File: config.mk
export PLATFORM = sky130hd
export DESIGN_NAME = pc_sequencer
export DESIGN_NICKNAME = d
export VERILOG_FILES = /design/src/rtl/lp_pkg.sv /design/src/rtl/opcode_decoder.sv /design/src/rtl/pc_sequencer.sv
export SDC_FILE = /design/constraint.sdc
export NUM_CORES = 1
export LEC_CHECK = 0
export BUFFER_PORTS_ARGS = -buffer_cell sky130_fd_sc_hd__buf_2
export CAP_MARGIN = 10
export CORE_MARGIN = 10
export CORE_UTILIZATION = 57
export CTS_CLUSTER_DIAMETER = 60
export DETAILED_ROUTE_END_ITERATION = 7
export PLACE_DENSITY_LB_ADDON = 0.08
export SKIP_LAST_GASP = 1
export SLEW_MARGIN = 5
export SYNTH_ARGS = -nofsm -noshare
export SYNTH_HDL_FRONTEND = slang
export SYNTH_SLANG_ARGS = --single-unit
export TNS_END_PERCENT = 20
File: constraint.sdc
create_clock -name clock -period 4.3 [get_ports clock]
set_input_delay 0.215 -clock clock [delete_from_list [all_inputs] [get_ports clock]]
set_output_delay 0.215 -clock clock [all_outputs]
set_load 0.02 [all_outputs]
File: src/rtl/lp_pkg.sv
// Shared definitions for the LEGv8-subset multi-cycle control path.
// Opcode constants, instruction classes and sequencer states.
package lp_pkg;

  localparam int OP_W = 11;

  localparam logic [OP_W-1:0] OP_ADD  = 11'b10001011000;
  localparam logic [OP_W-1:0] OP_SUB  = 11'b11001011000;
  localparam logic [OP_W-1:0] OP_AND  = 11'b10001010000;
  localparam logic [OP_W-1:0] OP_ORR  = 11'b10101010000;
  localparam logic [OP_W-1:0] OP_LDUR = 11'b11111000010;
  localparam logic [OP_W-1:0] OP_STUR = 11'b11111000000;
  localparam logic [OP_W-1:0] OP_HALT = 11'b00000000000;

  localparam logic [7:0] CBZ_PFX = 8'b10110100;
  localparam logic [5:0] B_PFX   = 6'b000101;

  typedef enum logic [2:0] {
    CL_RTYPE,
    CL_LOAD,
    CL_STORE,
    CL_CBRANCH,
    CL_BRANCH,
    CL_HALT,
    CL_ILLEGAL
  } iclass_t;

  typedef enum logic [2:0] {
    ST_FETCH,
    ST_DECODE,
    ST_EXEC,
    ST_MEM,
    ST_WB,
    ST_HALTED
  } state_t;

endpackage

File: src/rtl/opcode_decoder.sv
// Combinational opcode classifier, shared with ALU control.
// Exact matches for most classes; CBZ and B match on a prefix.
module opcode_decoder
  import lp_pkg::*;
#(
  parameter int OPCODE_W = 11
) (
  input  logic [OPCODE_W-1:0] opcode,
  output iclass_t             cls
);

  logic is_rtype;
  logic is_cbz;
  logic is_b;

  assign is_rtype = (opcode == OP_ADD) || (opcode == OP_SUB) ||
                    (opcode == OP_AND) || (opcode == OP_ORR);
  assign is_cbz   = (opcode[OPCODE_W-1 -: 8] == CBZ_PFX);
  assign is_b     = (opcode[OPCODE_W-1 -: 6] == B_PFX);

  always_comb begin
    cls = CL_ILLEGAL;
    unique case (1'b1)
      is_rtype:            cls = CL_RTYPE;
      (opcode == OP_LDUR): cls = CL_LOAD;
      (opcode == OP_STUR): cls = CL_STORE;
      is_cbz:              cls = CL_CBRANCH;
      is_b:                cls = CL_BRANCH;
      (opcode == OP_HALT): cls = CL_HALT;
      default:             cls = CL_ILLEGAL;
    endcase
  end

endmodule

File: src/rtl/pc_sequencer.sv
// Multi-cycle FETCH/DECODE/EXEC/MEM/WB control sequencer with
// memory handshakes, PC update control and a retired-instruction counter.
module pc_sequencer
  import lp_pkg::*;
#(
  parameter int OPCODE_W = 11,
  parameter int RETIRE_W = 32
) (
  input  logic                clock,
  input  logic                reset_n,
  input  logic [OPCODE_W-1:0] opcode,
  input  logic                zeroFlag,
  input  logic                imemAck,
  input  logic                dmemAck,
  output logic                imemReq,
  output logic                irWrite,
  output logic                dmemRead,
  output logic                dmemWrite,
  output logic                regWrite,
  output logic                pcWrite,
  output logic                branchTaken,
  output logic [RETIRE_W-1:0] retireCount,
  output logic                halted,
  output logic                illegal
);

  state_t  state;
  state_t  state_nx;
  iclass_t cls_d;
  iclass_t cls_q;
  logic    illegal_q;

  opcode_decoder #(
    .OPCODE_W(OPCODE_W)
  ) u_dec (
    .opcode(opcode),
    .cls   (cls_d)
  );

  always_ff @(posedge clock or negedge reset_n) begin
    if (!reset_n) begin
      state       <= ST_FETCH;
      cls_q       <= CL_ILLEGAL;
      illegal_q   <= 1'b0;
      retireCount <= '0;
    end else begin
      state <= state_nx;
      if (state == ST_DECODE) begin
        cls_q <= cls_d;
        if (cls_d == CL_ILLEGAL) illegal_q <= 1'b1;
      end
      if (pcWrite) retireCount <= retireCount + RETIRE_W'(1);
    end
  end

  always_comb begin
    state_nx    = state;
    imemReq     = 1'b0;
    irWrite     = 1'b0;
    dmemRead    = 1'b0;
    dmemWrite   = 1'b0;
    regWrite    = 1'b0;
    pcWrite     = 1'b0;
    branchTaken = 1'b0;
    unique case (state)
      ST_FETCH: begin
        // held in FETCH during reset, so keep strobes quiet there
        if (reset_n) begin
          imemReq = 1'b1;
          if (imemAck) begin
            irWrite  = 1'b1;
            state_nx = ST_DECODE;
          end
        end
      end
      ST_DECODE: begin
        if (cls_d == CL_HALT || cls_d == CL_ILLEGAL)
          state_nx = ST_HALTED;
        else
          state_nx = ST_EXEC;
      end
      ST_EXEC: begin
        unique case (cls_q)
          CL_CBRANCH: begin
            pcWrite     = 1'b1;
            branchTaken = zeroFlag;
            state_nx    = ST_FETCH;
          end
          CL_BRANCH: begin
            pcWrite     = 1'b1;
            branchTaken = 1'b1;
            state_nx    = ST_FETCH;
          end
          CL_RTYPE: state_nx = ST_WB;
          CL_LOAD:  state_nx = ST_MEM;
          CL_STORE: state_nx = ST_MEM;
          default:  state_nx = ST_HALTED;
        endcase
      end
      ST_MEM: begin
        dmemRead  = (cls_q == CL_LOAD);
        dmemWrite = (cls_q == CL_STORE);
        if (dmemAck) begin
          if (cls_q == CL_STORE) begin
            pcWrite  = 1'b1;
            state_nx = ST_FETCH;
          end else begin
            state_nx = ST_WB;
          end
        end
      end
      ST_WB: begin
        regWrite = 1'b1;
        pcWrite  = 1'b1;
        state_nx = ST_FETCH;
      end
      ST_HALTED: state_nx = ST_HALTED;
      default:   state_nx = ST_HALTED;
    endcase
  end

  assign halted  = (state == ST_HALTED);
  assign illegal = illegal_q;

endmodule

==> After elaboration in Yosys (flattened, before gate mapping) <==
Cells that the tools add are included.
{ "word_totals": {"reg_bits": 39, "out_inout_bits": 41, "inputBits": 16} }
{ "classes": {"addsub": 1, "muxes": 22, "n_reduce_logical": 11, "n_eq_ne": 22} }
{ "ops": {"columns": ["cell", "count"], "rows": [
  ["11-bit equality test (second input constant)", 6],
  ["32-bit by 1-bit adder with 32-bit output (second input constant)", 1],
  ["3-bit one-hot mux with 6 select lines", 1],
  ["3-bit equality test (second input constant)", 5],
  ["3-bit two-way mux", 5],
  ["3-bit one-hot mux with 5 select lines", 1],
  ["3-bit by 2-bit equality test with 1-bit output (second input constant)", 4],
  ["1-bit two-way mux", 12],
  ["11-bit zero test", 1],
  ["3-bit one-hot mux with 3 select lines", 1],
  ["8-bit equality test (second input constant)", 1],
  ["3-bit by 1-bit equality test with 1-bit output (second input constant)", 2],
  ["6-bit by 3-bit equality test with 1-bit output (second input constant)", 1],
  ["3-bit zero test", 2],
  ["2-bit inequality test (second input constant)", 3],
  ["1-bit logical OR", 4],
  ["2-bit OR reduction", 2],
  ["1-bit one-hot mux with 3 select lines", 1],
  ["3-bit AND reduction", 1],
  ["1-bit one-hot mux with 2 select lines", 1],
  ["2-bit AND reduction", 1]
]} }

==> Depth between registers and ports, before layout <==
Gate-level depths: netlist of run 1.
{ "depth": {"word_depth": 9, "depth_mapped": 7, "depth_no_buf": 5} }

==> By module <==
From an unflattened synthesis of run 1, not the netlist that was laid out.
{ "unflattened": {"cells_unflattened": 213, "area_unflattened_um2": 2109.5} }
{ "by_module_without_submodules": {"columns": ["mod", "cells_each", "n_inst", "area_each_um2", "seq_area_each_um2"], "rows": [
  ["pc_sequencer", 192, 1, 1980.6, 978.4],
  ["opcode_decoder", 21, 1, 128.9, 0.0]
]} }

==> Worst setup path after synthesis of run 1 <==
OpenSTA, ideal clock, no wires.
{ "synth_timing": {"path_kind": "register to register", "from": "reg state[0]", "to": "reg retireCount[26]", "required_ns": 4.220, "synth_period_minus_slack_ns": 1.924, "slack_ns": 2.376, "stages_incl_launch_ff": 8, "setup_ns": 0.080, "t_arrival_ns": 1.844, "cell_sequence": "dfrtp_1 -> buf_2 -> nor3b_2 -> a31oi_1 -> a21bo_2 -> buf_6 -> nor4b_2 -> xor2_1"} }
{ "synth_via": {"elab_chain_len": 2, "elab_cells_between_ends": 4, "cone_classes": "eq/ne: 3; mux: 1"} }
{ "synth_lines": {"columns": ["element", "line_no", "text"], "rows": [
  ["start, declared", "pc_sequencer.sv:27", "state_t state;"],
  ["start signal, assigned", "pc_sequencer.sv:47", "state <= state_nx;"],
  ["3-bit equality test / 3-bit by 2-bit equality test with 1-bit output (equally long branches)", "pc_sequencer.sv:65", "unique case (state)"],
  ["1-bit one-hot mux with 3 select lines *", "pc_sequencer.sv:65", null],
  ["end signal, assigned", "pc_sequencer.sv:52", "if (pcWrite) retireCount <= retireCount + RETIRE_W'(1);"],
  ["end, declared", "pc_sequencer.sv:22", "output logic [RETIRE_W-1:0] retireCount,"]
]} }
Mark *: on every way between the ends. The rest lies on a longest branch, timed or not.
A chain may end at the register's enable or synchronous reset.

==> Final worst setup path of run 1 <==
{ "layout_timing": {"from": "reg cls_q[2]", "to": "reg retireCount[6]"} }
{ "layout_via": {"elab_chain_len": 4, "elab_cells_between_ends": 8, "cone_classes": "eq/ne: 3; mux: 4; reduce/logical: 1"} }
{ "layout_lines": {"columns": ["element", "line_no", "text"], "rows": [
  ["start, declared", "pc_sequencer.sv:30", "iclass_t cls_q;"],
  ["start signal, assigned", "pc_sequencer.sv:49", "cls_q <= cls_d;"],
  ["3-bit by 2-bit equality test with 1-bit output (tied with other cells)", "pc_sequencer.sv:104", "if (cls_q == CL_STORE) begin"],
  ["1-bit two-way mux / 2-bit OR reduction (equally long branches)", null, null],
  ["1-bit two-way mux, on equally long branches", "pc_sequencer.sv:103, pc_sequencer.sv:83", null],
  ["1-bit one-hot mux with 3 select lines *", "pc_sequencer.sv:65", null]
]} }
Marked as above.

==> metrics.md, run 1 <==
| Metric | Value |
|---|---|
| Layout area overhead | 17.2% |
| Internal | 766 uW |
| Clk buf depth | 2 |
| Net load switching power | 457 uW |
| CTS root buffer | clkbuf_8 |
| Max-slew headroom | 40.4% |
| Starting Density | 58.7% |
| Vias | 1961 |
| Required time of the critical path | 4470 ps |
| Tot GR Track Use | 15.3% |
| Fin. max-slew vios | 0 |
| Syn Inst Count | 226 |
| Synth Flop Type | dfrtp_1 |
| Synthesized area per cell | 10.3 um^2 |
| Routed WL per cell | 16.2 um |
| Setup crit start kind | register |
| Hpwl dp | 4.00 mm |
| Die area | 7040 um^2 |
| Lkg Pwr | 0.00134 uW |
| Syn_nets | 243 |
| Compound-Gate Fraction of Synth Area | 8.59% |
| CTS resizes | 0 |
| Final setup violation count | 0 |
| Via count of the first global-routing pass | 1888 |
| Seq cells post-synth | 39 |
| Largest net degree at the start of global routing | 43 |
| GPL Wtd Cong | 0.867 |
| EDFF count, synth | 0 |
| Fin Hold WS | 56.5 ps |
| Post-Syn Area | 2330 um^2 |
| Clock network fraction of total power | 25.5% |
| Port Buffers | 56 |
| Comb pwr share | 32.7% |
| Clock Sinks | 39 |
| Crit share post-route | 49.1% |
| Iteration-0 DRC Markers | 92 |
| Most frequent cells in the layout | buf_2 (56), dfrtp_1 (37), xor2_1 (19) |
| Worst-Margin Slew | 894 ps |
| Post-synthesis mux area share | 1.40% |
| Num CTS Buffers | 5 |
| Power Density | 448 nW/um^2 |
| CTS H-Tree Depth | 2 |
| Adder-Cell Fraction of Synth Area | 0.537% |
| Initial antenna violation count | 0 |
| Status | finished clean |
| Post-synth ARST share | 100% |
| Max-cap violations | 0 |
| Core Region | 3970 um^2 |
| Share of layout cells above drive strength 1 | 32.2% |
| Data arrival time of the critical path | 2280 ps |
| Setup TNS | 0 ps |
| Most common cell after layout, fill and taps aside | buf_2 |
| First-pass GRT wire length | 9.20 mm |
| DIE HEIGHT | 83.9 um |
| Worst Setup End Kind | register |
| Nets@finish | 299 |
| Post-Synth Simple-Gate Area | 31.8% |
| Sw frac | 37.4% |
| Final hold violations | 0 |
| Total congestion overflow | 0 |
| Post-route minimum period | 2110 ps |
| CTS tree | yes |
| DRC viols | 0 |
| Chip width | 83.9 um |
| Synth unique cells | 53 |
| First-pass iteration count of the detailed router | 4 |
| Antenna Nets Post-Route | 0 |
| Num rows | 23 |
| Fmax | 474 MHz |
| Largest family of logic cells by synthesized area | simple AND/OR/NAND/NOR gates |
| Inserted Diodes | 0 |
| Post-CTS Hold Buffers | 0 |
| RSZ-0062 raised after global routing | false |
| Worst vdd ir | 0.292 mV |
| Total number of yosys warnings | 0 |
| Num ports | 57 |
| HP Class | in2async |
| Vias per inst | 5.89 |
| Critical path class | reg2reg |
| Worst Skew | 5.66 ps |
| Postcts setup bufs | 0 |
| Sequential share of power | 41.8% |
| Fraction of synthesized cell area in xor and xnor cells | 12.0% |
| Reg clk slew, reported paths | 80 ps |
| Skew-Pair Late Insertion Delay | 290 ps |
| Routed wire length | 5.40 mm |
| Post-synthesis sequential area ratio | 42.0% |
| Worst-path fanout max | 21 |
-- area by class of cell --
type                    instances  area (um^2)
fillers                       312         1240
flip-flops and latches         39          978
well taps                      50         62.6
clock inverters                 2         35.0
inverters                       7         26.3
repair buffers                 56          280
multi-input cells             173         1270
clock buffers                   6         82.6
-- synth_stat cells, drive strengths merged (2+ instances only) --
master | number | area (um^2)
nor3 | 13 | 70.1
xnor2 | 13 | 114
dfstp | 2 | 52.6
and2 | 4 | 25.0
a21o | 3 | 22.5
dfrtp | 37 | 926
xor2 | 19 | 166
nor4b | 2 | 30.0
o211ai | 2 | 15.0
nor2 | 10 | 37.5
mux2 | 2 | 22.5
o21ai | 4 | 20.0
a21oi | 3 | 15.0
nand2b | 3 | 18.8
nor4 | 16 | 175
or3 | 2 | 12.5
nand2 | 17 | 63.8
nor3b | 2 | 25.0
a221oi | 3 | 26.3
nand3 | 13 | 65.1
and3 | 9 | 56.3
buf | 7 | 58.8
nand4 | 11 | 90.1
inv | 7 | 26.3
-- logic make-up after synthesis --
group | Yosys count
compound gates | 27
xor+xnor | 32
fa+ha+maj | 1
buf+inv | 14
flops | 39
mux | 3
simple gates | 110
-- power by group through the flow --
stage,logic [uW],clock network (uW),registers [uW]
4_1_cts,402,320,510
3_3_place_gp,400,0,512
6_report,401,312,511
3_5_place_dp,401,0,517
5_1_grt,438,336,524
2_1_floorplan,299,0,510
-- metal layers --
metal  share of wire (%)  routed length (um)  GRT usage (%)
met4                0.57                  31           5.02
met1                  44                2390           18.3
met2                  49                2670           25.3
met5                   0                   0              0
met3                 5.8                 312           4.59
-- sequential cells by signal, indices dropped and copies added, names as in the netlist --
register,flops
state,3
illegal,1
cls_q,3
retireCount,32
-- stage by stage --
stage / utilization, % / setup slack, ps / total power, uW / cell area, um^2 / instances
final: 68.8 / 2190 / 1220 / 2730 / 333
after global routing: 68.8 / 2060 / 1300 / 2730 / 333
after CTS: 68.8 / 2190 / 1230 / 2730 / 333
after detailed placement: 65.8 / 2200 / 918 / 2610 / 325
after global placement: 65.8 / 2240 / 913 / 2610 / 325
after floorplan: - / 2380 / 809 / 2330 / 226
-- critical path: stages, from the launching register on --
cell      delay (ps)
dfstp_2          590
nor3b_2          240
o211ai_1         180
a21bo_2          410
or3_1            440
xnor2_1          130
-- final timing paths --
path                       cells after the start                     endpoint  slack, ps                   startpoint
setup / recovery                               5   retireCount[6]$_DFFE_PN0P_       2190         cls_q[2]$_DFFE_PN1N_
hold / removal                                 1         state[1]$_DFFE_PN0P_         60                      reset_n
setup reg to reg                               5   retireCount[6]$_DFFE_PN0P_       2190         cls_q[2]$_DFFE_PN1N_
hold reg to reg                                1  retireCount[31]$_DFFE_PN0P_        460  retireCount[31]$_DFFE_PN0P_
max in group asynchronous                      1  retireCount[22]$_DFFE_PN0P_       3690                      reset_n
min in group clock                             5         state[0]$_DFFE_PN0P_        350                      imemAck
Power figures use the tool's default switching activity.
==> run 2: changes to the inputs <==
- ABC_AREA: not set -> 1
- CORE_UTILIZATION: 57 -> 50
- clock period: 4.3 -> 1.8 ns (I/O delays scaled with it)
==> run 2 against run 1 <==
Effect of this change: synthesized cell count grew 69%; design area up 22%; register-to-register slack lost 2100 ps; first-iteration DRC count rose by 99%; critical endpoint is now pcWrite; largest cell class unchanged; highest routed layer unchanged.
==> metrics.md, run 2 <==
| Metric | Value |
|---|---|
| Power Density | 928 nW/um^2 |
| Die area | 8620 um^2 |
| Most frequent cell after synthesis | nand2_1 |
| Synthesized area per cell | 6.97 um^2 |
| Worst-Margin Slew | 487 ps |
| Total number of yosys warnings | 0 |
| Most frequent cells after synthesis | nand2_1 (121), nor2_1 (57), inv_1 (40) |
| Routed WL per cell | 14.1 um |
| Starting Density | 51.7% |
| Setup crit start kind | register |
| Fin. max-slew vios | 0 |
| Data arrival time of the critical path | 1660 ps |
| Crit-path max cell delay | 550 ps |
| Required time of the critical path | 1710 ps |
| Worst slack at placement | 45.4 ps |
| Post-synthesis sequential area ratio | 36.9% |
| Most frequent cells in the layout | nand2_1 (120), nor2_1 (56), buf_2 (55) |
| Chip width | 92.9 um |
| Skew-Pair Late Insertion Delay | 300 ps |
| Worst Slack Setup Final | 54.8 ps |
| Num rows | 26 |
| RR Startpoint | cls_q[1]$_DFFE_PN1N_ |
| Area taken by multi-input logic gates | 1500 um^2 |
| GPL Wtd Cong | 0.958 |
| Port Buffers | 56 |
| Fin cells | 528 |
| Max-slew headroom | 67.5% |
| Initial antenna violation count | 0 |
| Reg-to-reg setup timing slack | 70 ps |
| Cell Area, Placed | 3040 um^2 |
| Synth unique cells | 34 |
| Num CTS Buffers | 5 |
| HP Class | in2reg |
| Antenna Nets Post-Route | 0 |
| Layout area overhead | 25.6% |
| Synth Flop Type | dfrtp_1 |
| Leading post-synthesis cells by cell area | dfrtp_1 (35%), nand2_1 (17%), nor2_1 (8.1%) |
| Seq cells post-synth | 39 |
| Final setup violation count | 0 |
| Slowest CP cell | dfstp_2 |
| Clock Sinks | 39 |
| FF/Latch Area | 980 um^2 |
| Status | finished clean |
| Worst Setup End Kind | output pin |
| Critical path class | reg2out |
| FILL cells | 506 |
| Finished Cell Area | 3340 um^2 |
| Worst reg2reg path endpoint | retireCount[16]$_DFFE_PN0P_ |
| Crit. Startpoint | cls_q[1]$_DFFE_PN1N_ |
| Crit share post-route | 97.0% |
| CTS tree | yes |
| Placed cell count | 508 |
| Vias | 2691 |
| Total congestion overflow | 0 |
| Post-synth ARST share | 100% |
| Share of layout cells above drive strength 1 | 24.7% |
| Post-Syn Area | 2660 um^2 |
| CTS root buffer | clkbuf_8 |
| Hpwl dp | 5.54 mm |
| Tot GR Track Use | 17.2% |
| Inserted Diodes | 0 |
| DIE HEIGHT | 92.9 um |
| Core Region | 5140 um^2 |
| Post-route minimum period | 1750 ps |
| Largest net degree at the start of global routing | 39 |
| Routed wire length | 7.45 mm |
| Fmax | 573 MHz |
| Via count of the first global-routing pass | 2709 |
| Reg clk slew, reported paths | 80 ps |
| EDFF count, synth | 0 |
| CTS H-Tree Depth | 2 |
| Buffer and inverter count on the worst path | 3 |
| Iteration-0 DRC Markers | 183 |
| Largest regs | retireCount: 32 flops, cls_q: 3 flops, state: 3 flops |
| Min-delay src | imemAck |
| Worst Skew | 10.2 ps |
| Worst-path fanout max | 5 |
| Syn_nets | 398 |
| Top-area cell type share of the netlist area | 34.9% |
| Setup TNS | 0 ps |
| First-pass GRT wire length | 12.2 mm |
| Most common cell after layout, fill and taps aside | nand2_1 |
| Worst vdd ir | 0.737 mV |
| First-pass iteration count of the detailed router | 4 |
| Sequence of cells on the critical path | inv_2, nand2_2, nor2_2, o21ai_2, nand3_4, buf_12, buf_4 |
| Vias per inst | 5.10 |
| Final hold violations | 0 |
| Max-cap violations | 0 |
| DRC viols | 0 |
| Worst Hold End | state[0]$_DFFE_PN0P_ |
| Clk buf depth | 2 |
| Largest reg by FF count | retireCount |
| Num ports | 57 |
| Lkg Pwr | 0.00170 uW |
| Syn Inst Count | 381 |
| Max reg flops | 32 |
| Crit path max-delay family | flip-flops |
| Most area-hungry cell type in the Yosys netlist | dfrtp_1 |
| Worst R2R Path Depth | 9 |
| Hold path cells | 3 |
| RSZ-0062 raised after global routing | true |
| Nets@finish | 474 |
==> run 2: changes by cell type in the layout (fill, tap and decap cells not counted), moves of 4 or more <==
cell | before | now
a21oi_1 | 3 | 7
nor2_1 | 10 | 56
nor2_2 | 0 | 4
and2_1 | 4 | 0
nand2_1 | 17 | 120
nor4_2 | 12 | 0
xor2_1 | 19 | 14
buf_4 | 0 | 12
nor3_2 | 1 | 5
o21ai_0 | 3 | 12
nand4_1 | 9 | 4
and3_1 | 9 | 0
inv_1 | 7 | 40
nand3_2 | 0 | 8
==> run 2: kinds of logic (layout without fill, tap and decap cells) <==
group	count (synthesis)	after routing	share of synthesized area [%]
adder cells (fa/ha/maj)	1	1	0.471
buffers and inverters	48	125	7.45
XOR/XNOR	27	27	8.91
AND/OR/NAND/NOR	239	239	40.5
flip-flops	39	39	36.9
AO/OA/AOI/OAI	27	27	5.84
==> run 2: worst reg2reg max path, delay by kind of cell (launching register included) <==
kind / cells / cell delay (ps)
AO/OA/AOI/OAI: 2 / 250
flip-flops: 1 / 550
buffers and inverters: 3 / 490
AND/OR/NAND/NOR: 4 / 320
==> run 2: where the power goes <==
group	internal (uW)	switching (uW)
clock network	310	323
logic	560	774
registers	998	129
==> run 2: worst max path at each step <==
| stage | slack [ps] | endpoint | depth (start not counted) |
|---|---|---|---|
| 5_1_grt | -30 | retireCount[23]$_DFFE_PN0P_ | 9 |
| 3_3_place_gp | 90 | retireCount[24]$_DFFE_PN0P_ | 8 |
| 3_5_place_dp | 50 | retireCount[24]$_DFFE_PN0P_ | 8 |
| 2_1_floorplan | 190 | retireCount[24]$_DFFE_PN0P_ | 8 |
| 4_1_cts | 9 | pcWrite | 6 |
| 6_report | 50 | pcWrite | 7 |
==> run 2: timing repair <==
item,CTS,global route
hold buffers,1,0
gates cloned,1,2
endpoints found under the setup margin,1,22
buffers inserted,1,7
hold endpoints to repair,37,0
pin swaps,1,2
gates resized for setup,0,11
==> run 2: cell type report <==
class | instances | share of cell area, %
Clock buffer | 7 | 2.59
Timing Repair Buffer | 74 | 15.3
Inverter | 43 | 4.91
Tap cell | 70 | 2.63
Sequential cell | 39 | 29.4
Multi-Input combinational cell | 294 | 45.1
Clock inverter | 1 | 0.150
==> run 2: stage by stage <==
stage	total power, uW	hold WS [ps]	utilization [%]
after detailed placement	2140	-94.7	59.2
after CTS	2860	82.4	62.0
final	3090	86.7	64.9
after global routing	3290	123	64.9
after global placement	2120	-100	59.2
after floorplan	1820	-206	-
==> run 2: metal layers <==
layer / wire, um / up-vias / GRT usage [%]
li1: - / 1350 / -
met1: 3080 / 1252 / 19.2
met2: 3740 / 74 / 30.7
met3: 487 / 15 / 4.92
met4: 135 / 0 / 5.66
met5: 0 / - / 0
==> run 3: changes to the inputs <==
- CTS_BUF_LIST: not set -> sky130_fd_sc_hd__clkbuf_4 sky130_fd_sc_hd__clkbuf_8 sky130_fd_sc_hd__clkbuf_16
- PLACE_DENSITY: not set -> 0.77
- PLACE_DENSITY_LB_ADDON: 0.08 -> not set
==> run 3 against run 2 <==
Effect of this change: total power decreased by 8.2%; largest power group is now registers; final cell count is 0.95% lower; non-clock buffer count shrank 5; critical endpoint unchanged; largest cell class unchanged; global-route usage down 0.52 points; via count is 1.8% higher; maximum frequency is essentially flat; hold slack better by 7.0 ps; highest routed layer unchanged; design area fell by 4.2%.
==> metrics.md, run 3 (same netlist as run 2, synthesis figures left out) <==
| Metric | Value |
|---|---|
| Max reg flops | 32 |
| Most common cell after layout, fill and taps aside | nand2_1 |
| Fin cells | 523 |
| Total congestion overflow | 0 |
| Largest reg by FF count | retireCount |
| Clock Sinks | 39 |
| M1 GR Usage | 19.5% |
| Fin. max-slew vios | 0 |
| Largest regs | retireCount: 32 flops, cls_q: 3 flops, state: 3 flops |
| Worst Slack Setup Final | 53.1 ps |
| Net load switching power | 1150 uW |
| Power Density | 889 nW/um^2 |
| Clock network fraction of total power | 22.1% |
| Tot GR Track Use | 16.7% |
| DIE HEIGHT | 92.9 um |
| Num rows | 26 |
| Data arrival time of the critical path | 1660 ps |
| Inserted Diodes | 0 |
| Starting Density | 51.7% |
| Internal | 1700 uW |
| Chip width | 92.9 um |
| Critical path class | reg2out |
| Hpwl dp | 5.47 mm |
| Worst slack at placement | 193 ps |
| Status | finished clean |
| Num CTS Buffers | 5 |
| Fmax | 572 MHz |
| Post-route minimum period | 1750 ps |
| Clk buf depth | 2 |
| Comb pwr share | 38.3% |
| Worst Skew | 6.98 ps |
| Layout area overhead | 20.4% |
| CTS H-Tree Depth | 2 |
| Port Buffers | 56 |
| Initial antenna violation count | 0 |
| GPL Wtd Cong | 0.959 |
| Largest net degree at the start of global routing | 40 |
| HP Class | in2reg |
| Worst-Margin Slew | 497 ps |
| Vias per inst | 5.24 |
| CTS root buffer | clkbuf_8 |
| Antenna Nets Post-Route | 0 |
| Sequential share of power | 39.6% |
| Core Region | 5140 um^2 |
| Routed WL per cell | 13.4 um |
| Worst-path fanout max | 10 |
| Lkg Pwr | 0.00165 uW |
| Iteration-0 DRC Markers | 263 |
| Routed wire length | 7.02 mm |
| First-pass iteration count of the detailed router | 5 |
| Worst Setup End Kind | output pin |
| Via count of the first global-routing pass | 2692 |
| Max-cap violations | 0 |
| RSZ-0062 raised after global routing | true |
| Num ports | 57 |
| Worst vdd ir | 0.604 mV |
| Met2 usage | 29.1% |
| Final setup violation count | 0 |
| Max-slew headroom | 66.9% |
| Setup crit start kind | register |
| Skew-Pair Late Insertion Delay | 300 ps |
| Die area | 8620 um^2 |
| Required time of the critical path | 1710 ps |
| Crit share post-route | 97.1% |
| Most frequent cells in the layout | nand2_1 (121), nor2_1 (57), buf_2 (56) |
| Placed cell count | 508 |
| Share of layout cells above drive strength 1 | 23.4% |
| First-pass GRT wire length | 12.0 mm |
| Grt peak-use layer | met2 |
| Sw frac | 40.4% |
| DRC viols | 0 |
| Vias | 2740 |
| Final hold violations | 0 |
| Reg clk slew, reported paths | 70 ps |
| Met3 Use GR | 4.36% |
| CTS tree | yes |
| Nets@finish | 469 |
| FILL cells | 477 |
-- run 3: layer usage --
| layer | routed length [um] | vias up | part of all wire, % |
|---|---|---|---|
| met2 | 3340 | 120 | 48 |
| met4 | 167 | 0 | 2.4 |
| met1 | 3040 | 1251 | 43 |
| li1 | - | 1345 | - |
| met5 | 0 | - | 0 |
| met3 | 467 | 24 | 6.7 |
-- run 3: area by class of cell --
class | count | area [um^2] | share of cell area, %
clock inverter | 1 | 5.00 | 0.157
clock buffer | 7 | 90.1 | 2.82
inverter | 43 | 161 | 5.05
tap | 70 | 87.6 | 2.74
multi-input combinational | 294 | 1490 | 46.6
sequential | 39 | 980 | 30.6
timing repair buffer | 69 | 384 | 12.0
-- run 3: critical path, cell delays in order, from the launching register on --
cell and delay [ps]:
dfstp_2 550, inv_2 60, nand2_1 80, nor2_1 60
o21ai_2 140, nand3_2 130, buf_6 170, buf_2 160
-- run 3: through the flow --
stage | total power [uW] | TNS (ps) | cell area [um^2] | hold WS (ps) | util (%)
finish | 2840 | 0 | 3200 | 93.6 | 62.2
global route | 3040 | -38.6 | 3200 | 141 | 62.2
CTS | 2800 | 0 | 3160 | 96.8 | 61.4
detailed placement | 2140 | 0 | 3030 | 242 | 59.0
global placement | 2120 | 0 | 3030 | 234 | 59.0
floorplan | 1820 | 0 | 2660 | -206 | -
-- run 3: final timing paths --
kind	slack, ps	from	end	depth (start not counted)
max in group asynchronous	900	reset_n	retireCount[0]$_DFFE_PN0P_	3
worst max-delay path	50	cls_q[1]$_DFFE_PN1N_	pcWrite	7
worst min register to register	480	illegal$_DFFE_PN0P_	illegal$_DFFE_PN0P_	1
worst min-delay path	90	imemAck	state[0]$_DFFE_PN0P_	3
min in group asynchronous	540	reset_n	retireCount[21]$_DFFE_PN0P_	3
worst max register to register	70	cls_q[1]$_DFFE_PN1N_	retireCount[3]$_DFFE_PN0P_	9
-- run 3: timing repair --
item,CTS,global route
cloned,0,0
hold buffers,1,0
pin swaps,1,2
buffers inserted,2,4
resized for setup,1,3
endpoints found under the hold margin,37,0
endpoints found under the setup margin,1,3
-- run 3: power by group through the flow --
stage,Clock (uW),Sequential (uW),Combinational [uW]
after floorplan,0,1180,643
final,627,1130,1090
after CTS,638,1110,1040
after global placement,0,1130,990
after detailed placement,0,1130,1010
after global routing,686,1140,1210
